$ cat config.mk
export PLATFORM = sky130hd
export DESIGN_NAME = beta_issue_ctrl_flat
export DESIGN_NICKNAME = d
export VERILOG_FILES = /design/src/rtl/beta_issue_ctrl_if.sv /design/src/rtl/beta_issue_ctrl.sv /design/src/flat_wrapper.sv
export SDC_FILE = /design/constraint.sdc
export NUM_CORES = 1
export LEC_CHECK = 0
export ABC_AREA = 1
export BUFFER_PORTS_ARGS = -buffer_cell sky130_fd_sc_hd__buf_2
export CORE_MARGIN = 5
export CORE_UTILIZATION = 50
export CTS_CLUSTER_DIAMETER = 80
export DETAILED_ROUTE_END_ITERATION = 8
export PLACE_DENSITY = 0.69
export RECOVER_POWER = 100
export SYNTH_ARGS = -nofsm -noshare
export SYNTH_HDL_FRONTEND = slang
export SYNTH_SLANG_ARGS = --single-unit
export TNS_END_PERCENT = 20
$ cat constraint.sdc
create_clock -name CLK -period 5.7 [get_ports CLK]
set_input_delay 0.285 -clock CLK [delete_from_list [all_inputs] [get_ports CLK]]
set_output_delay 0.285 -clock CLK [all_outputs]
set_load 0.03 [all_outputs]
$ cat src/rtl/beta_issue_ctrl_if.sv
// beta_issue_ctrl_if: generator push, issue handshake and memory completion bundle
interface beta_issue_ctrl_if;
  logic        in_valid;
  logic [31:0] in_inst;
  logic        in_ready;
  logic        out_valid;
  logic [31:0] out_inst;
  logic        out_ready;
  logic        mem_ack;
  logic        mem_pend;
  logic        mem_err;
  logic [7:0]  illegal_cnt;
  modport master (
    output in_valid, in_inst, out_ready, mem_ack,
    input  in_ready, out_valid, out_inst, mem_pend, mem_err, illegal_cnt
  );
  modport slave (
    input  in_valid, in_inst, out_ready, mem_ack,
    output in_ready, out_valid, out_inst, mem_pend, mem_err, illegal_cnt
  );
endinterface

$ cat src/rtl/beta_issue_ctrl.sv
// beta_issue_ctrl: in-order issue FIFO/FSM with branch bubble and load/store wait.
// Define ISSUE_SCOREBOARD_EN to let independent REG/LIT ops issue underneath an outstanding LD.
module beta_issue_ctrl #(
  parameter int DEPTH       = 4,
  parameter int MEM_TIMEOUT = 15
) (
  input logic             CLK,
  input logic             RESET_N,
  beta_issue_ctrl_if.slave io
);
  localparam int AW = $clog2(DEPTH);
  localparam logic [2:0] C_ILL = 3'd0, C_REG = 3'd1, C_LIT = 3'd2, C_BR = 3'd3, C_LD = 3'd4, C_ST = 3'd5;
  typedef enum logic [1:0] {IDLE, ISSUE, BR_BUBBLE, MEM_WAIT} state_t;
  function automatic logic [2:0] classify(input logic [5:0] op);
    return (op inside {[6'h20:6'h26], [6'h28:6'h2E]}) ? C_REG :
           (op inside {[6'h30:6'h36], [6'h38:6'h3E]}) ? C_LIT :
           (op inside {[6'h1B:6'h1D]})                ? C_BR  :
           (op == 6'h18 || op == 6'h1F)               ? C_LD  :
           (op == 6'h19)                              ? C_ST  : C_ILL;
  endfunction
  state_t        state_q;
  logic [31:0]   mem_q [DEPTH];
  logic [AW-1:0] rd_q, wr_q, rd_d, wr_d;
  logic [AW:0]   cnt_q, cnt_d;
  logic          out_valid_q, mem_pend_q, mem_err_q;
  logic [31:0]   out_inst_q, head, nxt;
  logic [7:0]    ill_q, tmo_q;
  logic [2:0]    head_cls, cls_q;
  logic          empty, full, push, pop, hs, ill_pop, nxt_ok, mem_done, sb_ok;
  always_comb begin
    empty    = cnt_q == '0;
    full     = cnt_q == (AW+1)'(DEPTH);
    head     = mem_q[rd_q];
    nxt      = mem_q[rd_q + AW'(1)];
    head_cls = classify(head[31:26]);
    cls_q    = classify(out_inst_q[31:26]);
    nxt_ok   = cnt_q > (AW+1)'(1) && classify(nxt[31:26]) != C_ILL;
    push     = io.in_valid && !full;
    hs       = out_valid_q && io.out_ready;
    ill_pop  = state_q == IDLE && !empty && head_cls == C_ILL;
    pop      = hs || ill_pop;
    rd_d     = rd_q + AW'(pop);
    wr_d     = wr_q + AW'(push);
    cnt_d    = cnt_q + (AW+1)'(push) - (AW+1)'(pop);
    mem_done = io.mem_ack || tmo_q == 8'(MEM_TIMEOUT);
  end
`ifdef ISSUE_SCOREBOARD_EN
  logic [4:0] sb_dest_q;
  logic       sb_vld_q;
  function automatic logic src_free(input logic [4:0] src, input logic vld, input logic [4:0] dest);
    return !vld || src == 5'd31 || src != dest;
  endfunction
  assign sb_ok = !empty && (head_cls == C_REG || head_cls == C_LIT) &&
                 src_free(head[20:16], sb_vld_q, sb_dest_q) &&
                 (head_cls == C_LIT || src_free(head[15:11], sb_vld_q, sb_dest_q));
  always_ff @(posedge CLK) begin
    if (!RESET_N) sb_vld_q <= 1'b0;
    else if (state_q == ISSUE && hs && (cls_q == C_LD || cls_q == C_ST)) begin
      sb_vld_q  <= cls_q == C_LD;
      sb_dest_q <= out_inst_q[25:21];
    end
  end
`else
  assign sb_ok = 1'b0;
`endif
  always_ff @(posedge CLK) if (push) mem_q[wr_q] <= io.in_inst;
  always_ff @(posedge CLK) begin
    if (!RESET_N) begin
      state_q     <= IDLE;
      rd_q        <= '0;
      wr_q        <= '0;
      cnt_q       <= '0;
      out_valid_q <= 1'b0;
      out_inst_q  <= '0;
      mem_pend_q  <= 1'b0;
      mem_err_q   <= 1'b0;
      ill_q       <= '0;
      tmo_q       <= '0;
    end else begin
      rd_q  <= rd_d;
      wr_q  <= wr_d;
      cnt_q <= cnt_d;
      if (ill_pop && ill_q != 8'hFF) ill_q <= ill_q + 8'd1;
      case (state_q)
        // the bubble cycle doubles as the idle decision so a branch costs exactly one dead cycle
        IDLE, BR_BUBBLE: begin
          state_q <= IDLE;
          if (!empty && head_cls != C_ILL) begin
            state_q     <= ISSUE;
            out_valid_q <= 1'b1;
            out_inst_q  <= head;
          end
        end
        ISSUE: if (hs) begin
          if (cls_q == C_REG || cls_q == C_LIT) begin
            out_valid_q <= nxt_ok;
            if (nxt_ok) out_inst_q <= nxt;
            else state_q <= IDLE;
          end else begin
            out_valid_q <= 1'b0;
            state_q     <= cls_q == C_BR ? BR_BUBBLE : MEM_WAIT;
            mem_pend_q  <= cls_q != C_BR;
            tmo_q       <= 8'd1;
          end
        end
        MEM_WAIT: if (mem_done) begin
          mem_pend_q  <= 1'b0;
          mem_err_q   <= mem_err_q || !io.mem_ack;
          out_valid_q <= out_valid_q && !hs;
          state_q     <= out_valid_q && !hs ? ISSUE : IDLE;
        end else begin
          tmo_q <= tmo_q + 8'd1;
          if (hs) out_valid_q <= 1'b0;
          else if (!out_valid_q && sb_ok) begin
            out_valid_q <= 1'b1;
            out_inst_q  <= head;
          end
        end
      endcase
    end
  end
  assign io.in_ready    = !full;
  assign io.out_valid   = out_valid_q;
  assign io.out_inst    = out_inst_q;
  assign io.mem_pend    = mem_pend_q;
  assign io.mem_err     = mem_err_q;
  assign io.illegal_cnt = ill_q;
endmodule

$ cat src/flat_wrapper.sv
// flat-port wrapper written by rule: the top's interface ports become plain ports
module beta_issue_ctrl_flat 
#(
  parameter int DEPTH       = 4,
  parameter int MEM_TIMEOUT = 15
)
  (CLK, RESET_N, io_in_valid, io_in_inst, io_out_ready, io_mem_ack, io_in_ready, io_out_valid, io_out_inst, io_mem_pend, io_mem_err, io_illegal_cnt);
  beta_issue_ctrl_if io_i ();
  input logic CLK;
  input logic RESET_N;
  input wire logic [$bits(io_i.in_valid)-1:0] io_in_valid;
  input wire logic [$bits(io_i.in_inst)-1:0] io_in_inst;
  input wire logic [$bits(io_i.out_ready)-1:0] io_out_ready;
  input wire logic [$bits(io_i.mem_ack)-1:0] io_mem_ack;
  output wire logic [$bits(io_i.in_ready)-1:0] io_in_ready;
  output wire logic [$bits(io_i.out_valid)-1:0] io_out_valid;
  output wire logic [$bits(io_i.out_inst)-1:0] io_out_inst;
  output wire logic [$bits(io_i.mem_pend)-1:0] io_mem_pend;
  output wire logic [$bits(io_i.mem_err)-1:0] io_mem_err;
  output wire logic [$bits(io_i.illegal_cnt)-1:0] io_illegal_cnt;
  assign io_i.in_valid = io_in_valid;
  assign io_i.in_inst = io_in_inst;
  assign io_i.out_ready = io_out_ready;
  assign io_i.mem_ack = io_mem_ack;
  assign io_in_ready = io_i.in_ready;
  assign io_out_valid = io_i.out_valid;
  assign io_out_inst = io_i.out_inst;
  assign io_mem_pend = io_i.mem_pend;
  assign io_mem_err = io_i.mem_err;
  assign io_illegal_cnt = io_i.illegal_cnt;
  beta_issue_ctrl #(.DEPTH(DEPTH), .MEM_TIMEOUT(MEM_TIMEOUT)) u_core (.CLK(CLK), .RESET_N(RESET_N), .io(io_i));
endmodule
==> impl_metrics.ini <==
[critical_path]
endpoint_kind = register
critPathLaunchType = register
timing.rr.end = u_core.io.out_valid
setup.worst_path.class = reg -> reg
reg2regPathDepth = 8
cp.arrival_ns = 4.73
required_ns = 6.02
cp-startpoint = u_core.state_q[0]
critPathMaxFanout = 63
timing.rr.start = u_core.state_q[0]
ff2ff_setup_slack_ns = 1.29

[synth]
syn-cell-area_sq_um = 8966
synthFlopType = edfxtp_1
yosysTopAreaCell = edfxtp_1
synth_top_area_share_pct = 42.87
synthesis.nets = 1031
synth.distinct_cells = 36
synth_edf_count = 128
synth_warnings = 0
avgSynthCellArea_sq_um = 9.093
synth_cells = 986
yosysSeqAreaShare_pct = 56.27
async_reset_ff_share_pct = 0
synth-seq-cells = 188
yosys-top-cells-area = edfxtp_1 43%, dfxtp_1 13%, nand2_1 7.4%

[detailed_routing]
drt_iter0_drc = 619
drt-pass1-iter-count = 6
routed_wl_um = 20720
avgRoutedWirePerCell_um = 16.24
vias = 7031
ant_nets = 0
drc = 0
via_per_inst = 5.510

[min_path]
hold_class = in -> reg
min_from = io_in_inst[13]
whs_path_depth = 1
hold_end = u_core.mem_q[0][13]

[run_status]
violations = max-capacitance violations, max-slew violations
outcome = finished, violations left

[clocking]
clkTransAtPathRegs_ns = 0.07
ctsResizeCount = 0
cts_tree = built
cts_buffers = 17
insertion_delay_ns = 0.43
cts_hold_buffers = 0
clkSinkCount = 188
cts-root-buf = clkbuf_16
cts_buffer_depth = 2
postCtsSetupRepairBufs = 0
htree_num_levels = 4

[place]
portBuffers = 80
dp_hpwl_um = 12440
globalplace.congestion = 0.8181
placed_cell_area_sq_um = 9438

[timing]
fin_crit_ns = 4.413
max_freq_mhz = 226.6
setup_viol = 0
fin_crit_sh_pct = 77.43
finClkSkew_ns = 0.008528
drv_slew = 233
final_hold_viol_count = 0
rsz0062_at_grt = no
setup_tns_ns = 0
slew_headroom_pct = -110.5
worst_pin_slew_ns = 3.157

[finish]
layout.nets = 1079
n_fill_cell = 1620
drive_above_1_share_pct = 6.304
fin_area_sq_um = 9915
diodes = 0
area_delta_synth_final_pct = 10.58

[die]
std_cell_rows = 49
io_pins = 81
die_h_um = 143.9
dieArea_sq_um = 20710
core_sq_um = 17780
die_x_um = 143.9
start_util_pct = 50.43

[power]
peakVddDrop_mv = 0.2746
p_leak_nw = 3.634
p_per_area_nw_per_um2 = 508.1

[job]
drv_cap = 6

[grt]
antenna_found_initial = 0
grt_max_degree = 66
grt_pass1_wl_um = 33180
grt_pass1_vias = 6502
globalRouteOverflowTotal = 0
grt_usage_pct = 20.45
per-stage QoR:
stage	utilization [%]	power, mW	std cells	setup slack [ns]	hold WS, ns
floorplan	-	3.405	986	2.113	0.3839
global placement	53.08	3.833	1244	1.947	0.4344
detailed placement	53.08	3.863	1244	1.813	0.4489
CTS	56.51	5.101	1276	1.761	0.03922
global route	55.76	5.389	1276	0.8795	0.09226
finish	55.76	5.038	1276	1.287	0.09910
logic make-up after synthesis:
| logic type | after synthesis | synth area share (%) |
|---|---|---|
| AND/OR/NAND/NOR | 355 | 16.47 |
| AO/OA/AOI/OAI | 282 | 17.99 |
| multiplexers | 1 | 0.1116 |
| flip-flops | 188 | 56.27 |
| buffers and inverters | 141 | 6.894 |
| adder cells (fa/ha/maj) | 8 | 1.200 |
| XOR/XNOR | 11 | 1.075 |
cells in the final DEF (no fill, tap or decap), types with 7 or more instances in the layout:
cell	count
nand2_1	176
edfxtp_1	128
o21ai_0	118
nor2_1	90
a21oi_1	88
clkbuf_1	83
inv_1	77
dfxtp_1	58
nand3_1	56
a21boi_0	26
o221ai_1	26
clkbuf_16	17
nor3_1	15
o21ai_1	13
a21oi_2	10
xnor2_1	8
ha_1	7
where the power goes:
group,leakage [nW],switching [mW],internal (mW)
Clock,0.293,0.528,0.700
Sequential,1.66,0.161,1.72
Combinational,1.68,1.39,0.537
Total,3.63,2.08,2.96
routing by layer:
metal	up-vias	wire (um)	part of all wire [%]	track usage (%)
li1	3503	-	-	-
met1	3256	9558	46	28.62
met2	226	9253	45	30.99
met3	46	1404	6.8	4.958
met4	0	508	2.5	7.681
met5	-	0	0	0
sequential cells by signal (all words and copies together), names as in the netlist, 2 cells and up:
register,flops
u_core.io.out_inst,32
u_core.tmo_q,8
u_core.mem_q,128
u_core.state_q,2
u_core.cnt_q,3
u_core.wr_q,2
u_core.io.illegal_cnt,8
u_core.rd_q,2
worst max-delay path, stage by stage (launching register included):
cell      delay, ns
dfxtp_1        0.36
inv_1          0.08
nor2_2         0.03
clkbuf_1       0.68
nand2_2        0.25
clkbuf_1       2.25
nand3_1        0.29
nor3_1         0.29
nor2_1         0.07
how the worst max path moves through the flow:
| stage | to | slack, ns | cells past startpoint |
|---|---|---|---|
| final | u_core.io.out_valid | 1.29 | 8 |
| after global routing | u_core.io.out_valid | 0.88 | 9 |
| after CTS | u_core.io.out_inst[14] | 1.76 | 14 |
| after detailed placement | u_core.io.out_inst[10] | 1.81 | 14 |
| after global placement | u_core.io.out_inst[8] | 1.95 | 14 |
| after floorplan | u_core.mem_q[0][0] | 2.11 | 4 |
cell type report:
class	instances	area (sq um)	area share (%)
clock buffer	18	429.2	4.329
clock inverter	14	180.2	1.817
inverter	80	302.8	3.054
multi-input combinational	657	3311	33.39
sequential	188	5047	50.91
tap	229	286.5	2.890
timing repair buffer	90	357.8	3.609
synthesized netlist by cell type (10+ instances only):
cell type,number
inv_1,77
buf_2,13
o21ai_0,117
clkbuf_1,33
nor3_1,16
nand2_1,177
nand3_1,56
a21oi_1,88
o21ai_1,14
nor2_1,90
a21oi_2,10
o221ai_1,26
dfxtp_1,60
edfxtp_1,128
a21boi_0,26
Power figures use the tool's default switching activity.
